**config.mk**
```make
export PLATFORM = sky130hd
export DESIGN_NAME = pe_mem_arbiter
export DESIGN_NICKNAME = d
export VERILOG_FILES = /design/src/rtl/cgra_bus_pkg.sv /design/src/rtl/rr_pick.sv /design/src/rtl/pe_mem_arbiter.sv
export SDC_FILE = /design/constraint.sdc
export NUM_CORES = 1
export LEC_CHECK = 0
export CORE_AREA = 2 2 158 160
export DETAILED_ROUTE_END_ITERATION = 8
export DIE_AREA = 0 0 160 162
export HOLD_SLACK_MARGIN = 0.12
export PLACE_DENSITY = 0.7
export SYNTH_ARGS = -nofsm -noshare
export SYNTH_HDL_FRONTEND = slang
export SYNTH_SLANG_ARGS = --single-unit
export TNS_END_PERCENT = 30
```
**constraint.sdc**
```tcl
create_clock -name clk -period 4.3 [get_ports clk]
set_clock_uncertainty 0.1 [all_clocks]
set_input_delay 0.86 -clock clk [delete_from_list [all_inputs] [get_ports clk]]
set_output_delay 0.86 -clock clk [all_outputs]
set_load 0.01 [all_outputs]
```
**src/rtl/cgra_bus_pkg.sv**
```systemverilog
// rtl/cgra_bus_pkg.sv - shared types and constants for the CGRA memory bus
package cgra_bus_pkg;

    // Arbiter transaction phases.
    typedef enum logic [1:0] {
        IDLE    = 2'd0,
        BUSY    = 2'd1,
        RESP    = 2'd2,
        RELEASE = 2'd3
    } arb_state_t;

    localparam int DEFAULT_AW = 32;
    localparam int DEFAULT_DW = 32;

endpackage

```
**src/rtl/rr_pick.sv**
```systemverilog
// rtl/rr_pick.sv - combinational round-robin priority encoder
//
// Purpose: choose the first requester after `last`, wrapping modulo N_PE.
// Ports:
//   req    - request vector, one bit per PE
//   last   - index of the most recently served PE (lowest priority)
//   valid  - at least one request is present
//   winner - index of the selected PE (0 when valid is low)
module rr_pick
    import cgra_bus_pkg::*;
#(
    parameter  int N_PE = 4,
    localparam int IW   = $clog2(N_PE)
) (
    input  logic [N_PE-1:0] req,
    input  logic [IW-1:0]   last,
    output logic            valid,
    output logic [IW-1:0]   winner
);

    logic [2*N_PE-1:0] req_dbl;
    logic [N_PE-1:0]   req_rot;
    int                sum;

    // Rotate so bit j of req_rot is PE (last+1+j) mod N_PE; the lowest set
    // bit is then the round-robin winner.
    assign req_dbl = {req, req};
    assign req_rot = N_PE'(req_dbl >> (int'(last) + 1));

    always_comb begin
        valid  = 1'b0;
        winner = '0;
        sum    = 0;
        for (int j = N_PE - 1; j >= 0; j--) begin
            if (req_rot[j]) begin
                valid = 1'b1;
                sum   = int'(last) + 1 + j;
                if (sum >= N_PE) begin
                    sum = sum - N_PE;
                end
                winner = IW'(sum);
            end
        end
    end

endmodule

```
**src/rtl/pe_mem_arbiter.sv**
```systemverilog
// rtl/pe_mem_arbiter.sv - round-robin arbiter sharing one memory port among PEs
//
// Purpose: grant one PE at a time, run a single-outstanding memory handshake,
// and return a one-cycle ack (write) or ready+data (read) to the granted PE.
// A watchdog aborts a transaction the memory never completes.
// Ports:
//   clk, reset            - clock, synchronous active-high reset
//   pe_read, pe_write     - per-PE level requests
//   pe_addr, pe_wdata     - packed per-PE address / write data
//   pe_ack, pe_ready      - per-PE one-cycle completion pulses
//   pe_rdata              - shared read data, valid with pe_ready
//   mem_req/we/addr/wdata - memory request side, held until mem_done
//   mem_done, mem_rdata   - memory completion pulse and read data
//   grant_id              - index of current/last grant
//   timeout_err           - one-cycle pulse on watchdog abort
module pe_mem_arbiter
    import cgra_bus_pkg::*;
#(
    parameter  int N_PE    = 4,
    parameter  int AW      = DEFAULT_AW,
    parameter  int DW      = DEFAULT_DW,
    parameter  int TIMEOUT = 64,
    localparam int IW      = $clog2(N_PE)
) (
    input  logic              clk,
    input  logic              reset,
    input  logic [N_PE-1:0]   pe_read,
    input  logic [N_PE-1:0]   pe_write,
    input  logic [N_PE*AW-1:0] pe_addr,
    input  logic [N_PE*DW-1:0] pe_wdata,
    output logic [N_PE-1:0]   pe_ack,
    output logic [N_PE-1:0]   pe_ready,
    output logic [DW-1:0]     pe_rdata,
    output logic              mem_req,
    output logic              mem_we,
    output logic [AW-1:0]     mem_addr,
    output logic [DW-1:0]     mem_wdata,
    input  logic              mem_done,
    input  logic [DW-1:0]     mem_rdata,
    output logic [IW-1:0]     grant_id,
    output logic              timeout_err
);

    localparam int CW = $clog2(TIMEOUT) + 1;

    arb_state_t      state_q,   state_d;
    logic [IW-1:0]   gnt_q,     gnt_d;
    logic [IW-1:0]   last_q,    last_d;
    logic [AW-1:0]   addr_q,    addr_d;
    logic [DW-1:0]   wdata_q,   wdata_d;
    logic            we_q,      we_d;
    logic            req_q,     req_d;
    logic [N_PE-1:0] ack_q,     ack_d;
    logic [N_PE-1:0] ready_q,   ready_d;
    logic [DW-1:0]   rdata_q,   rdata_d;
    logic            terr_q,    terr_d;
    logic [CW-1:0]   wdog_q,    wdog_d;

    logic            pick_valid;
    logic [IW-1:0]   pick_idx;
    logic [AW-1:0]   sel_addr;
    logic [DW-1:0]   sel_wdata;
    logic            sel_we;

    // A PE asserting both read and write is served as a write.
    rr_pick #(.N_PE(N_PE)) u_rr_pick (
        .req    (pe_read | pe_write),
        .last   (last_q),
        .valid  (pick_valid),
        .winner (pick_idx)
    );

    always_comb begin
        sel_addr  = '0;
        sel_wdata = '0;
        sel_we    = 1'b0;
        for (int i = 0; i < N_PE; i++) begin
            if (pick_idx == IW'(i)) begin
                sel_addr  = pe_addr[i*AW +: AW];
                sel_wdata = pe_wdata[i*DW +: DW];
                sel_we    = pe_write[i];
            end
        end
    end

    always_comb begin
        state_d = state_q;
        gnt_d   = gnt_q;
        last_d  = last_q;
        addr_d  = addr_q;
        wdata_d = wdata_q;
        we_d    = we_q;
        req_d   = req_q;
        rdata_d = rdata_q;
        wdog_d  = wdog_q;
        ack_d   = '0;
        ready_d = '0;
        terr_d  = 1'b0;

        case (state_q)
            IDLE: begin
                if (pick_valid) begin
                    gnt_d   = pick_idx;
                    addr_d  = sel_addr;
                    wdata_d = sel_wdata;
                    we_d    = sel_we;
                    req_d   = 1'b1;
                    wdog_d  = '0;
                    state_d = BUSY;
                end
            end
            BUSY: begin
                // mem_done wins over a watchdog expiring in the same cycle.
                if (mem_done) begin
                    if (!we_q) begin
                        rdata_d = mem_rdata;
                    end
                    req_d          = 1'b0;
                    ack_d[gnt_q]   = we_q;
                    ready_d[gnt_q] = !we_q;
                    state_d        = RESP;
                end else if (wdog_q == CW'(TIMEOUT - 1)) begin
                    rdata_d        = '0;
                    terr_d         = 1'b1;
                    req_d          = 1'b0;
                    ack_d[gnt_q]   = we_q;
                    ready_d[gnt_q] = !we_q;
                    state_d        = RESP;
                end else begin
                    wdog_d = wdog_q + CW'(1);
                end
            end
            RESP: begin
                last_d  = gnt_q;
                state_d = RELEASE;
            end
            RELEASE: begin
                // Dead cycle: the served PE gets time to drop its request.
                state_d = IDLE;
            end
            default: begin
                state_d = IDLE;
            end
        endcase
    end

    always_ff @(posedge clk) begin
        if (reset) begin
            state_q <= IDLE;
            gnt_q   <= '0;
            last_q  <= IW'(N_PE - 1);
            addr_q  <= '0;
            wdata_q <= '0;
            we_q    <= 1'b0;
            req_q   <= 1'b0;
            ack_q   <= '0;
            ready_q <= '0;
            rdata_q <= '0;
            terr_q  <= 1'b0;
            wdog_q  <= '0;
        end else begin
            state_q <= state_d;
            gnt_q   <= gnt_d;
            last_q  <= last_d;
            addr_q  <= addr_d;
            wdata_q <= wdata_d;
            we_q    <= we_d;
            req_q   <= req_d;
            ack_q   <= ack_d;
            ready_q <= ready_d;
            rdata_q <= rdata_d;
            terr_q  <= terr_d;
            wdog_q  <= wdog_d;
        end
    end

    assign pe_ack      = ack_q;
    assign pe_ready    = ready_q;
    assign pe_rdata    = rdata_q;
    assign mem_req     = req_q;
    assign mem_we      = we_q;
    assign mem_addr    = addr_q;
    assign mem_wdata   = wdata_q;
    assign grant_id    = gnt_q;
    assign timeout_err = terr_q;

endmodule
```
* Word-level counts from Yosys, hierarchy flattened
Index checks and enable logic that the tools add are counted.
** Operators by class
- $add $sub $neg :: 9
- $lt $le $gt $ge :: 6
- Equality and inequality tests :: 12
- Shifts and indexed selects :: 1
- Multiplexer cells :: 46
- Bitwise logic cells :: 4
- Reduce and logical (&&, ||, !) cells :: 13
** Operators by type and width (count)
- 32-bit two-way mux :: 11
- 32-bit by 4-bit >= comparator with 1-bit output (second input constant) :: 3
- 2-bit two-way mux :: 11
- 7-bit two-way mux :: 3
- 4-bit two-way mux :: 4
- 7-bit one-hot mux with 2 select lines :: 1
- 1-bit two-way mux :: 13
- 3-bit by 2-bit adder with 4-bit output (second input constant) :: 2
- 4-bit bitwise AND :: 2
- 2-bit == test (second input constant) :: 4
- 2-bit != test (second input constant) :: 4
- 2-bit one-hot mux with 4 select lines :: 1
- 8-bit by 3-bit >> shifter with 4-bit output :: 1
- 2-bit by 1-bit subtractor with 2-bit output (second input constant) :: 4
- 7-bit by 1-bit adder with 7-bit output (second input constant) :: 1
- 7-bit by 6-bit == test with 1-bit output (second input constant) :: 1
- 3-bit AND reduction :: 2
- 3-bit by 1-bit adder with 4-bit output (second input constant) :: 1
- 2-bit by 1-bit == test with 1-bit output (second input constant) :: 2
- 2-bit zero test :: 2
- 4-bit bitwise OR :: 1
- 2-bit AND reduction :: 2
- 4-bit AND reduction :: 1
- 2-bit nonzero test :: 2
- other kinds (12) :: 12
** Word-level totals
- Flip-flop bits (word level) :: 120
- Bits of input ports :: 299
- Logic and storage cells :: 103

* Longest topological paths before layout
- Depth after elaboration :: 13
- Mapped depth :: 8
- Depth with buffers taken out :: 7

* Hierarchy
From an unflattened synthesis, not the netlist that was laid out.
** Second synthesis, totals
- Cell total of the unflattened synthesis :: 638
- Area, all modules :: 6009.5 sq um
** Modules (own cells, without submodules)
- pe_mem_arbiter :: instances 1, cells each 624, area an instance 5923.2 sq um, seq. area each 2402.3 sq um
- rr_pick :: instances 1, cells each 14, area an instance 86.3 sq um, seq. area each 0.0 sq um

* Least setup slack after synthesis
OpenSTA, ideal clock, no wires.
- Path kind :: in2reg
- Start :: input pe_write[3]
- End :: register addr_q[0], in the netlist mem_addr[0]
- Setup time :: 0.138 ns
- Arrival :: 2.212 ns
- Required time :: 4.062 ns
- Path slack :: 1.851 ns
- Stages :: 8
- Buffers on the path :: 3
- Cells stage by stage :: nor4_4 nand2b_1 and4b_1 buf_2 buf_6 buf_6 mux2i_1 o221ai_1
** Between the ends
- Cells in the longest elaborated chain, start to end :: 11
- Elaborated cells between the ends (all ways) :: 19
- Classes of those cells :: eq/ne (3); shift (1); mux (12); bitwise (1); reduce/logical (2)
** RTL lines
- start, declared :: RTL line pe_mem_arbiter.sv:28 : input logic [N_PE-1:0] pe_write,
- 4-bit bitwise OR * :: RTL line pe_mem_arbiter.sv:67 : .req (pe_read | pe_write),
- 8-bit by 3-bit >> shifter with 4-bit output * :: RTL line rr_pick.sv:28 : assign req_rot = N_PE'(req_dbl >> (int'(last) + 1));
- 2-bit two-way mux (4 in a row) :: RTL line rr_pick.sv:35 : if (req_rot[j]) begin
- 2-bit zero test :: RTL line pe_mem_arbiter.sv:78 : if (pick_idx == IW'(i)) begin
- 32-bit two-way mux (4 in a row) :: RTL line pe_mem_arbiter.sv:78
- end signal, assigned :: RTL line pe_mem_arbiter.sv:165 : addr_q <= addr_d;
- end, declared :: RTL line pe_mem_arbiter.sv:49 : logic [AW-1:0] addr_q, addr_d;
Every way passes the cells marked *; elsewhere a longest branch is shown, timed or not.
A chain may end at the register's enable or synchronous reset.

* Worst setup path in the final report
- Start :: input pe_write[3]
- End :: register wdata_q[9], in the netlist mem_wdata[9]
** Between the ends
- Cells in the longest elaborated chain, start to end :: 11
- Elaborated cells between the ends (all ways) :: 19
- Classes of those cells :: eq/ne (3); shift (1); mux (12); bitwise (1); reduce/logical (2)
** RTL lines
- 4-bit bitwise OR * :: RTL line pe_mem_arbiter.sv:67
- 8-bit by 3-bit >> shifter with 4-bit output * :: RTL line rr_pick.sv:28
- 2-bit two-way mux (4 in a row) :: RTL line rr_pick.sv:35
- 2-bit zero test :: RTL line pe_mem_arbiter.sv:78
- 32-bit two-way mux (4 in a row) :: RTL line pe_mem_arbiter.sv:78
- end signal, assigned :: RTL line pe_mem_arbiter.sv:166 : wdata_q <= wdata_d;
- end, declared :: RTL line pe_mem_arbiter.sv:50 : logic [DW-1:0] wdata_q, wdata_d;
Marks and branches as above.

==> flow_metrics.py <==
metrics = {
    "outcome": {
        "status": "finished clean",
    },
    "route": {
        "first_pass_iters": 4,
        "via_count": 6470,
        "drtAntennaViolNets": 0,
        "post-route-drc-count": 0,
        "drtIter0Drc": 332,
        "wirelength_um": 25900,
        "drt-vias-per-instance": 4.76,
        "drt-wirelength-per-cell_um": 19.1,
    },
    "global_routing": {
        "grt_pass1_vias": 6738,
        "overflow": 0,
        "grt_max_degree": 75,
        "antenna_found_initial": 4,
        "grt_pass1_wl_um": 38900,
        "grt_use_total_pct": 19.5,
    },
    "hold_path": {
        "holdCritPathClass": "reg2reg",
    },
    "clock_network": {
        "hold_buffers": 0,
        "clock_latency_ps": 410,
        "cts_max_level": 4,
        "cts_sinks": 120,
        "cts_tree": "built",
        "numCtsBuffers": 17,
        "cts_buffer_depth": 2,
        "post_cts_buffers": 0,
        "cts-root-buf": "clkbuf_16",
        "post_cts_resized": 0,
        "clk_pin_slew_ps": 60,
    },
    "pwr": {
        "power.leakage_uw": 0.00440,
        "power_density_nw_per_um2": 545,
        "max-vdd-ir-drop_v": 0.000356,
        "fin_total_pwr_uw": 5990,
    },
    "setup_path": {
        "cp.required_ps": 4520,
        "criticalPathCategory": "in2reg",
        "cp-start-kind": "input port",
        "crit_arrival_ps": 3150,
        "path_max_fanout": 52,
        "end_kind": "flip-flop",
    },
    "synthesis": {
        "synth_cell_types": 42,
        "synth_nets": 946,
        "synth_area_um2": 5990,
        "yosysTopAreaCell": "dfxtp_1",
        "synthCells": 642,
        "ys_warn_count": 0,
        "ys_ff_latch": 120,
        "syn_area_per_cell_um2": 9.33,
        "synth.area.top_cells": "dfxtp_1 (40%), mux2i_1 (22%), o221ai_1 (9.5%)",
        "seq_area_frac_synth_pct": 40.1,
        "synth.top_cell.area_share_pct": 40.1,
    },
    "timing": {
        "setup_tns_ps": 0,
        "relSlewSlack_pct": 43.0,
        "final_max_slew_viol_count": 0,
        "period_needed_ps": 2930,
        "clock.fmax_mhz": 341,
        "setup_violations": 0,
        "worst_pin_slew_ps": 853,
        "hold_viol": 0,
        "rsz0062_at_grt": "false",
        "final.period_utilization_pct": 68.1,
    },
    "floorplanning": {
        "dieWidth_um": 160,
        "die_h_um": 162,
        "initial_core_util_pct": 24.9,
        "num_rows": 57,
        "io_pins": 408,
        "die_area_um2": 25900,
        "coreArea_um2": 24100,
    },
    "final_layout": {
        "ff_latch_area_um2": 2400,
        "drive_above_1_share_pct": 5.42,
        "multi_input_area_um2": 3280,
        "fill_cells": 2355,
        "syn2layout_area_growth_pct": 83.4,
        "nets": 1325,
    },
    "place": {
        "gpl.final_weighted_congestion": 0.834,
        "dpl.hpwl_um": 19800,
        "portBuffers": 407,
    },
    "run": {
        "drv_cap": 0,
    },
}
## per-stage QoR
step	setup WS [ps]	area, um^2	util [%]	hold WS, ps	cells
after floorplan	1850	5990	-	376	642
after global placement	921	10300	42.8	337	1326
after detailed placement	948	10300	42.8	345	1326
after CTS	1380	11000	45.6	349	1357
after global routing	1210	11000	45.6	376	1360
final	1370	11000	45.6	347	1360
## synthesized netlist by cell type
| library cell | number |
|---|---|
| a2111oi_0 | 2 |
| a211oi_1 | 5 |
| a211oi_2 | 1 |
| a21boi_1 | 1 |
| a21oi_1 | 35 |
| a221oi_2 | 1 |
| a31o_2 | 1 |
| a31oi_1 | 3 |
| and3_1 | 1 |
| and4b_1 | 1 |
| buf_2 | 12 |
| buf_6 | 10 |
| clkbuf_1 | 37 |
| dfxtp_1 | 120 |
| ha_1 | 5 |
| inv_1 | 4 |
| inv_2 | 1 |
| mux2i_1 | 132 |
| nand2_1 | 110 |
| nand2b_1 | 3 |
| nand3_1 | 8 |
| nand3b_1 | 2 |
| nand4_1 | 33 |
| nor2_1 | 15 |
| nor2_2 | 1 |
| nor2b_1 | 2 |
| nor3_1 | 5 |
| nor3b_1 | 4 |
| nor4_2 | 1 |
| nor4_4 | 1 |
| o21ai_0 | 1 |
| o21ai_1 | 3 |
| o21bai_1 | 2 |
| o221ai_1 | 65 |
| o22ai_1 | 1 |
| o31ai_1 | 1 |
| o41ai_1 | 1 |
| or2_1 | 1 |
| or2_2 | 1 |
| or3_1 | 3 |
| or4_1 | 1 |
| xnor2_1 | 5 |
## path summary, 6_finish.rpt
kind	from	end	slack, ps	cells past startpoint
max	pe_write[3]	mem_wdata[9]	1370	7
min	pe_rdata[21]	pe_rdata[21]	350	2
max reg2reg	state_q[1]	mem_wdata[31]	1800	6
min reg2reg	pe_rdata[21]	pe_rdata[21]	350	2
## registers in the layout, indices dropped and copies added, names as in the netlist, 4 cells and up
register / flops
mem_addr: 32
mem_wdata: 32
pe_rdata: 32
wdog_q: 7
pe_ack: 4
pe_ready: 4
## final cells by class
| cell class | instances | share of cell area, % |
|---|---|---|
| Multi-Input combinational cell | 458 | 29.8 |
| Clock buffer | 20 | 4.25 |
| Antenna cell | 3 | 0.0683 |
| Tap cell | 324 | 3.69 |
| Sequential cell | 120 | 21.9 |
| Inverter | 5 | 0.171 |
| Timing Repair Buffer | 419 | 38.3 |
| Clock inverter | 11 | 1.78 |
## logic make-up (layout without fill, tap and decap cells)
group	Yosys count	in the layout	synth area share, %
AO/OA/AOI/OAI	123	123	15.3
XOR/XNOR	5	5	0.731
adder cells (fa/ha/maj)	5	5	1.04
buffers and inverters	64	455	5.51
flip-flops	120	120	40.1
multiplexers	132	132	22.1
other	0	3	0
AND/OR/NAND/NOR	193	193	15.2
## placed cells by master (no fill, tap or decap), types with 3 or more instances in the layout
master / Yosys / final
nand4_1: 33 / 33
bufinv_16: 0 / 5
buf_4: 0 / 8
nand2b_1: 3 / 3
buf_12: 0 / 4
clkdlybuf4s50_1: 0 / 407
clkbuf_16: 0 / 17
clkbuf_8: 0 / 3
inv_1: 4 / 4
nand2_1: 110 / 110
o221ai_1: 65 / 65
xnor2_1: 5 / 5
mux2i_1: 132 / 132
a21oi_1: 35 / 35
nor2_1: 15 / 15
ha_1: 5 / 5
nand3_1: 8 / 7
a211oi_1: 5 / 5
dfxtp_1: 120 / 120
a31oi_1: 3 / 3
diode_2: 0 / 3
nor3b_1: 4 / 4
clkinv_4: 0 / 4
nor3_1: 5 / 5
## worst max-delay path, stage by stage
cell	delay, ps
clkdlybuf4s50_1	490
or2_1	310
a211oi_2	240
a221oi_2	80
or3_2	630
buf_12	280
o221ai_1	220
## routing by layer
layer | vias to the layer above | GRT usage (%) | wire length [um]
met5 | - | 0 | 14
met4 | 2 | 8.23 | 856
met3 | 38 | 8.66 | 2510
met2 | 260 | 34.2 | 13000
met1 | 3012 | 20.3 | 9530
li1 | 3158 | - | -
## report_power, final
part	internal [uW]	switching, uW	total [uW]
clock network	1070	542	1620
registers	1470	217	1690
logic	1390	1300	2680
total	3940	2050	5990
Power figures use the tool's default switching activity.
